[src/rtl/addsub_pkg.sv]
// Shared types and helpers for the digit-serial adder/subtractor.
package addsub_pkg;

    typedef enum logic [1:0] {
        IDLE = 2'd0,
        RUN  = 2'd1,
        DONE = 2'd2
    } state_t;

    // Digit counter width; a single-digit configuration still keeps one bit.
    function automatic int unsigned cnt_width(input int unsigned ndig);
        return (ndig > 2) ? 32'($clog2(ndig)) : 32'd1;
    endfunction

endpackage

[src/rtl/digit_adder.sv]
// DIGIT-bit ripple-carry slice; also exposes the carry into its top bit for overflow.
module digit_adder #(
    parameter int unsigned DIGIT = 4
) (
    input  logic [DIGIT-1:0] x,
    input  logic [DIGIT-1:0] y,
    input  logic             ci,
    output logic [DIGIT-1:0] s,
    output logic             co,
    output logic             c_msb
);

    logic [DIGIT:0] c;

    always_comb begin
        c    = '0;
        s    = '0;
        c[0] = ci;
        for (int i = 0; i < int'(DIGIT); i++) begin
            s[i]   = x[i] ^ y[i] ^ c[i];
            c[i+1] = (x[i] & y[i]) | (c[i] & (x[i] ^ y[i]));
        end
    end

    assign co    = c[DIGIT];
    assign c_msb = c[DIGIT-1];

endmodule

[src/rtl/digit_serial_addsub.sv]
// Multi-cycle adder/subtractor: WIDTH-bit operands processed DIGIT bits per cycle, LSB first,
// with valid/ready handshakes on both sides.
module digit_serial_addsub
    import addsub_pkg::*;
#(
    parameter int unsigned WIDTH = 8,
    parameter int unsigned DIGIT = 4
) (
    input  logic             clk,
    input  logic             rst_n,
    input  logic             in_valid,
    output logic             in_ready,
    input  logic [WIDTH-1:0] a,
    input  logic [WIDTH-1:0] b,
    input  logic             cin,
    input  logic             sub,
    output logic             out_valid,
    input  logic             out_ready,
    output logic [WIDTH-1:0] sum,
    output logic             cout,
    output logic             ovf,
    output logic             busy
);

    localparam int unsigned NDIG = WIDTH / DIGIT;
    localparam int unsigned CW   = cnt_width(NDIG);

    if ((WIDTH % DIGIT) != 0) begin : g_bad_param
        $error("digit_serial_addsub: WIDTH must be a multiple of DIGIT");
    end

    state_t           state_q, state_d;
    logic [WIDTH-1:0] a_q, b_q, sum_q;
    logic             carry_q, cout_q, ovf_q;
    logic [CW-1:0]    cnt_q;

    logic             load_c, step_c, last_c;
    logic [DIGIT-1:0] s_c;
    logic             co_c, cmsb_c;

    assign last_c = (cnt_q == CW'(NDIG - 1));

    digit_adder #(.DIGIT(DIGIT)) u_slice (
        .x     (a_q[cnt_q*DIGIT +: DIGIT]),
        .y     (b_q[cnt_q*DIGIT +: DIGIT]),
        .ci    (carry_q),
        .s     (s_c),
        .co    (co_c),
        .c_msb (cmsb_c)
    );

    always_ff @(posedge clk or negedge rst_n) begin
        if (!rst_n) state_q <= IDLE;
        else        state_q <= state_d;
    end

    always_comb begin
        state_d = state_q;
        load_c  = 1'b0;
        step_c  = 1'b0;
        case (state_q)
            IDLE: begin
                if (in_valid) begin
                    load_c  = 1'b1;
                    state_d = RUN;
                end
            end
            RUN: begin
                step_c = 1'b1;
                if (last_c) state_d = DONE;
            end
            DONE: begin
                if (out_ready) state_d = IDLE;
            end
            default: state_d = IDLE;
        endcase
    end

    // Subtraction is a + ~b + ~cin, so B is stored inverted and the carry seeded with cin^sub.
    always_ff @(posedge clk or negedge rst_n) begin
        if (!rst_n) begin
            a_q     <= '0;
            b_q     <= '0;
            sum_q   <= '0;
            carry_q <= 1'b0;
            cout_q  <= 1'b0;
            ovf_q   <= 1'b0;
            cnt_q   <= '0;
        end else if (load_c) begin
            a_q     <= a;
            b_q     <= sub ? ~b : b;
            carry_q <= cin ^ sub;
            cnt_q   <= '0;
        end else if (step_c) begin
            sum_q[cnt_q*DIGIT +: DIGIT] <= s_c;
            carry_q                     <= co_c;
            if (last_c) begin
                cout_q <= co_c;
                ovf_q  <= co_c ^ cmsb_c;
                cnt_q  <= '0;
            end else begin
                cnt_q  <= cnt_q + CW'(1);
            end
        end
    end

    assign in_ready  = (state_q == IDLE);
    assign out_valid = (state_q == DONE);
    assign busy      = (state_q != IDLE);
    assign sum       = sum_q;
    assign cout      = cout_q;
    assign ovf       = ovf_q;

endmodule
[config.mk]
export PLATFORM = sky130hd
export DESIGN_NAME = digit_serial_addsub
export DESIGN_NICKNAME = d
export VERILOG_FILES = /design/src/rtl/addsub_pkg.sv /design/src/rtl/digit_adder.sv /design/src/rtl/digit_serial_addsub.sv
export SDC_FILE = /design/constraint.sdc
export NUM_CORES = 1
export LEC_CHECK = 0
export CAP_MARGIN = 10
export CORE_MARGIN = 8
export CORE_UTILIZATION = 43
export DETAILED_ROUTE_END_ITERATION = 7
export PLACE_DENSITY = 0.72
export SLEW_MARGIN = 20
export SYNTH_ARGS = -nofsm -noshare
export SYNTH_HDL_FRONTEND = slang
export SYNTH_SLANG_ARGS = --single-unit
[constraint.sdc]
create_clock -name clk -period 9.55 [get_ports clk]
set_input_delay 1.91 -clock clk [delete_from_list [all_inputs] [get_ports clk]]
set_output_delay 1.91 -clock clk [all_outputs]
set_load 0.02 [all_outputs]
==> results.txt <==
The flow ran to the end, and the final reports show no timing, DRC or antenna violations. During I/O placement, the number of pins put on the boundary was 35. The transition time at the pin with the least slew margin is 0.5356 ns.

The endpoint required time on the critical path came out at 7.64 ns. The peak ir drop on the vdd network is 0.1516 mV. The most critical setup path has its endpoint at in_ready. The number of buffers inserted by port buffering came out at 34. The placed instances occupy a cell area of 1824 um^2.

For this design the static power due to leakage is 0.8223 nW. The hold-fix buffer count after cts is 0. The number of clock buffers inserted by TritonCTS is 5. Clock-pin slew was measured on the worst setup and hold paths at 0.09 ns. The residual DRC count came out at 0. The setup TNS is 0 ns.

The number of failing setup endpoints in the final timing report is 0. The post-route netlist has 37.04% of its cells at a drive strength greater than 1. The final-layout fill cell count is 277.

Once the floorplan was initialized, standard cells occupied 44.15% of the core. Setup repair after global routing left no endpoint under its margin. The post-synthesis instance total came out at 95. The number of DRC markers in iteration 0 came out at 18. Entering global routing, the biggest net connects 31 pins. In this run the critical register-to-register path is launched from cnt_q.

Before CTS, the worst setup slack after placement is 6.180 ns. The final hold violation count is 0. In this run the worst hold path is classified as flop to flop. The critical path starts at state_q[1]. The initial antenna violation count is 0. The placed wire-length estimate is 2104 um. After synthesis, the largest area contributor takes up 51.77% of total cell area. The end of the worst register-to-register path is carry_q. The final wirelength is 2740 um.

The reported max-cap violation count is 0. The number of global-route vias before repair was 1014. The total of cells resized after clock tree synthesis is 0. At the end of the flow, the number of nets in the layout was 160. The met3 capacity usage during global routing came out at 6.199%. During synthesis, Yosys emitted a total of 0 warnings.

The highest clock rate came out at 271.0 MHz. The maximum fanout along the worst path is 7. The layer flagged by global routing as most heavily used is met2. The number of buffers between clock root and the deepest sink came out at 2. After synthesis the cells add up to 1450 um^2. The count of state elements after synthesis came out at 30. The die extent in x came out at 74.07 um. Once routing completed, OpenROAD measured the worst setup slack at 5.860 ns.

Of all cell types, the one taking the most synthesized area is dfrtp_1. The critical path runs through a total of 3 cells. The number of nets with antenna violations after detailed routing came out at 0. In the global route stage, met1 resource usage came out at 11.83%.

The height of the die is 74.07 um. The total number of H-tree levels is 2. The worst slack on hold paths is 0.5091 ns.

The worst pin sits at a relative slew slack of 64.18%. The cell area after layout is 1936 um^2. Setup slack on the worst reg-to-reg path comes out at 6.23 ns. The met2 track utilization from global routing came out at 19.24%. The area overhead of the layout relative to synthesis came out at 33.48%.

The number of antenna diodes in the final layout is 0. The family with the most delay on the worst path is buffers and inverters. STA classifies the critical path endpoint as an output pin. The final count of pins violating max slew is 0.

The total iterations of the first detailed-routing run is 3. The floorplan die area came out at 5486 um^2. After detailed routing, the average wire length per cell comes to 15.14 um. The count of standard-cell rows is 21.

Counting every net in the synthesized netlist gives 121. The clock root buffer master is clkbuf_4. The global-route wire length before repair is 4726 um. The total power divided by cell area came out at 380.6 nW/um^2. The count of vias placed by the detailed router came out at 877.

For the finished layout, the period the worst path requires is 3.690 ns. Using the TritonRoute via totals, the vias-per-cell ratio works out to 4.845. The setup path with the least slack is of type flop to output pin. Counting every sink on the clock net gives 30. Ranked by total cell area, the synthesized netlist is headed by dfrtp_1 52%, mux2_2 26%, xor2_1 6.0%. Traced cell by cell, the critical path runs through or2_2 -> inv_1 -> clkdlybuf4s50_1. The worst setup path is launched from a flop. The buffers inserted during post-CTS setup optimization is 0. The delay of the slowest critical-path stage is 0.59 ns. Routability-driven placement finished with a final weighted congestion of 0.7555. The depth of the worst register-to-register path is 7. TritonCTS built the clock tree. The buffering stage count on the worst path with inverters included came out at 2. The region available for standard cell placement spans 3284 um^2.

The number of distinct library cells after synthesis is 19. The register area share after synthesis is 51.77%. The overall global routing resource usage is 11.54%. The data arrival time of the critical path is 1.78 ns. The total global routing overflow is 0. After synthesis, the mean cell area works out to 15.26 um^2. The worst clock skew is 0.009366 ns. The worst path uses 38.63% of the clock period. The slowest stage of the critical path belongs to the cell clkdlybuf4s50_1. Clock latency on the worst-skew pair, taken at its later pin, is 0.33 ns.
## layout make-up
cell class / instances / area [um^2] / area share (%)
sequential: 30 / 750.7 / 38.78
tap: 46 / 57.56 / 2.973
timing repair buffer: 36 / 355.3 / 18.36
clock inverter: 2 / 60.06 / 3.103
clock buffer: 6 / 51.30 / 2.650
multi-input combinational: 59 / 653.1 / 33.74
inverter: 2 / 7.507 / 0.3878
## placed cells by master (no fill, tap or decap)
| cell | count |
|---|---|
| bufinv_16 | 2 |
| and3b_2 | 1 |
| or2b_1 | 1 |
| buf_4 | 2 |
| dfrtp_1 | 30 |
| a221o_1 | 1 |
| clkbuf_4 | 5 |
| or2_2 | 2 |
| nor3b_2 | 1 |
| xor2_1 | 10 |
| a21o_1 | 1 |
| o21bai_1 | 1 |
| nand3b_2 | 1 |
| mux2_2 | 34 |
| clkbuf_8 | 1 |
| clkdlybuf4s50_1 | 34 |
| fa_1 | 4 |
| inv_1 | 2 |
| nor3b_4 | 1 |
| o21ai_0 | 1 |
## cell families (layout without fill, tap and decap cells)
kind of cell | Yosys count | count (layout) | share of synthesized area [%]
buffers and inverters | 6 | 46 | 3.192
and+or+nand+nor | 7 | 7 | 5.004
xor gates and xnor gates | 10 | 10 | 6.039
muxes | 34 | 34 | 26.40
adders and majority gates | 4 | 4 | 5.522
DFF | 30 | 30 | 51.77
AOI/OAI and AO/OA | 4 | 4 | 2.071
## worst min path at each step
stage,depth (start not counted),endpoint,from
finish,1,b_q[2],b_q[2]
detailed placement,1,b_q[1],b_q[1]
global placement,1,b_q[7],b_q[7]
global route,1,b_q[3],b_q[3]
CTS,1,b_q[1],b_q[1]
floorplan,1,a_q[4],a_q[4]
## cell usage after synthesis, drive strengths merged
cell    count
dfrtp      30
o21ai       1
or2         2
a221o       1
xor2       10
buf         3
a21o        1
mux2       34
nor3b       2
inv         2
fa          4
or2b        1
nand3b      1
clkbuf      1
and3b       1
o21bai      1
## stage by stage
stage          std cells  power [mW]  utilization, %
2_1_floorplan         95      0.4866               -
4_1_cts              181      0.7509           58.93
3_3_place_gp         173      0.6033           55.54
3_5_place_dp         173      0.6168           55.54
5_1_grt              181      0.7930           58.93
6_report             181      0.7366           58.93
## report_power, final
part           leakage (nW)  switching, mW  total [mW]  internal [mW]
Clock                0.0585         0.0423       0.131         0.0887
Combinational         0.408          0.158       0.368          0.210
Sequential            0.356         0.0447       0.238          0.193
## per-layer routing
metal  up-vias  routed length (um)  part of all wire, %
met2        26                1394                   51
met4         0                  41                  1.5
met1       434                1053                   38
met3         6                 250                  9.1
li1        411                   -                    -
met5         -                   0                    0
## state kept, by name, summed over array words and instances, names as in the netlist
register  count
a_q           8
sum           8
state_q       2
cout          1
cnt_q         1
b_q           8
ovf           1
carry_q       1
Power figures use the tool's default switching activity.
==> RTL change (same settings) <==
`DIGIT` is set to 4 in 2 places; all go to 2.
--- a/src/rtl/digit_adder.sv
+++ b/src/rtl/digit_adder.sv
@@ -1,6 +1,6 @@
 // DIGIT-bit ripple-carry slice; also exposes the carry into its top bit for overflow.
 module digit_adder #(
-    parameter int unsigned DIGIT = 4
+    parameter int unsigned DIGIT = 2
 ) (
     input  logic [DIGIT-1:0] x,
     input  logic [DIGIT-1:0] y,
--- a/src/rtl/digit_serial_addsub.sv
+++ b/src/rtl/digit_serial_addsub.sv
@@ -4,7 +4,7 @@
     import addsub_pkg::*;
 #(
     parameter int unsigned WIDTH = 8,
-    parameter int unsigned DIGIT = 4
+    parameter int unsigned DIGIT = 2
 ) (
     input  logic             clk,
     input  logic             rst_n,
Function: changed (Yosys sat finds a counterexample within 4 cycles, from zero or initial values and one cycle with rst_n low).
==> RTL change against the unedited design <==
Synthesized area grew 8.5%; power shrank 9.2%; wire length grew 4.3%; setup slack lost 0.034 ns; critical endpoint unchanged; sequential cell count grew 1; critical path depth is the same; highest routed layer unchanged; synthesized cell count grew 37%; worst hold slack lost 0.026 ns; design area grew 4.0%.
==> RTL change: results (changes against the unedited design) <==
- Seq/Total Area, Yosys: 49.3% (-2.5 points)
- Outcome: completed
- Hold crit path type: flop to flop
- Worst VDD drop: 0.119 mV (-22%)
- Final HPWL DP: 2180 µm (+3.7%)
- Vias in the first global route: 1118 (+10%)
- Fill cells: 308 (+11%)
- Routability cong.: 0.757 (+0.21%)
- Synth area leaders: dfrtp_1 (49%), mux2_1 (5.7%), mux4_2 (5.7%), xnor2_1 (5.0%), ha_1 (4.8%)
- Layout Skew: 0.00610 ns (-0.00327 ns)
- Static leakage: 0.844 nW (+2.6%)
- Detailed Route WL: 2860 µm (+4.3%)
- Skew-Pair Late Insertion Delay: 0.33 ns (about the same)
- Xor and xnor area share after synthesis: 5.56% (-0.48 points)
- Tightest Pin Transition: 0.530 ns (-0.00529 ns)
- Compound-Gate Fraction of Synth Area: 8.66% (+6.6 points)
- Crit path from: state_q[0]
- Most common flop cell mapped by yosys: dfrtp_1
- Slowest CP cell: clkdlybuf4s50_1
- Hold EP: sum[3]
- Hold depth: 2 (+1)
- Number of DRC markers in iteration 0: 88 (+70)
- Worst R2R Setup Slack: 6.81 ns (+0.58 ns)
- Proportion of layout cells with a drive suffix above 1: 10.7% (-26 points)
- Utilization after layout: 56.3% (-2.7 points)
- Hold path start: sum[3]
- CTS Root Cell: clkbuf_4
- CTS Buffer Depth: 2 (unchanged)
- Via density: 4.80 (-1.0%)
- Area share of fa/ha/maj cells after synthesis: 7.31% (+1.8 points)
- Critical path peak fanout: 9 (+2)
- Pin count of the biggest net entering global routing: 32 (+3.2%)
- Drt pass-1 iters: 4 (+1)
- Reg2reg start: cnt_q[0]
- Multiplexer share of the synthesized area: 12.8% (-14 points)
- Final Net Count: 197 (+23%)
- FF-to-FF End: sum[5]
- Cells on worst reg2reg path: 5 (-2)
- Crit path DAT: 1.81 ns (+0.03 ns)
- Gr usage total: 11.0% (-0.52 points)
- CTS resizes: 0 (unchanged)
- Initial antenna violation count: 0 (unchanged)
- Port Buffer Count: 34 (unchanged)
- Worst-path clk slew: 0.09 ns (about the same)
- Post-synth top cells: dfrtp_1 (31), nand2_1 (13), xnor2_1 (9)
- Global-route wire length before repair: 5150 µm (+9.1%)
- Yosys cell types: 30 (+11)
- Setup bufs post-CTS: 0 (unchanged)
- Syn nets: 160 (+32%)
- Placed inst area: 1940 µm² (+6.6%)
- Synth async-reset ratio: 100% (unchanged)
[RTL change: cell type report]
class | instances | share of cell area, %
tap | 48 | 2.98
clock buffer | 8 | 3.42
inverter | 5 | 0.932
timing repair buffer | 36 | 17.7
sequential | 31 | 38.5
multi-input combinational | 88 | 36.5
[RTL change: worst max path at each step]
stage / depth (start not counted) / endpoint / slack, ns
2_1_floorplan: 3 / in_ready / 6.62
3_3_place_gp: 3 / in_ready / 6.19
3_5_place_dp: 3 / in_ready / 6.18
4_1_cts: 3 / in_ready / 5.79
5_1_grt: 3 / in_ready / 5.72
6_report: 3 / in_ready / 5.83
[RTL change: logic make-up (layout without fill, tap and decap cells)]
family,after synthesis,after routing
AO/OA/AOI/OAI,22,22
XOR/XNOR,10,10
adder cells (fa/ha/maj),8,8
buffers and inverters,11,49
flip-flops,31,31
multiplexers,14,14
AND/OR/NAND/NOR,34,34
[RTL change: tightest hold or removal path, cell delays in order, from the launching register on]
cell	delay [ns]
dfrtp_1	0.35
nand2_1	0.05
o31ai_1	0.05
[RTL change: layer usage]
metal	part of all wire [%]	GRT usage, %	wire length, µm
met5	0	0	0
met4	2.4	5.77	69
met3	7.1	4.83	204
met2	47	17.7	1340
met1	43	12.1	1240
[RTL change: per-stage QoR]
stage,worst slack [ns],hold slack [ns],total power (W),cells
after floorplan,6.62,0.452,0.000486,130
after global placement,6.19,0.460,0.000577,208
after detailed placement,6.18,0.467,0.000592,208
after CTS,5.79,0.490,0.000681,216
after global routing,5.72,0.500,0.000733,216
final,5.83,0.483,0.000669,216
[RTL change: power by group]
| part | total [W] | internal [W] | leakage (nW) | switching, W |
|---|---|---|---|---|
| registers | 0.000240 | 0.000191 | 0.377 | 0.0000491 |
| logic | 0.000342 | 0.000171 | 0.429 | 0.000170 |
| clock network | 0.0000871 | 0.0000433 | 0.0386 | 0.0000438 |
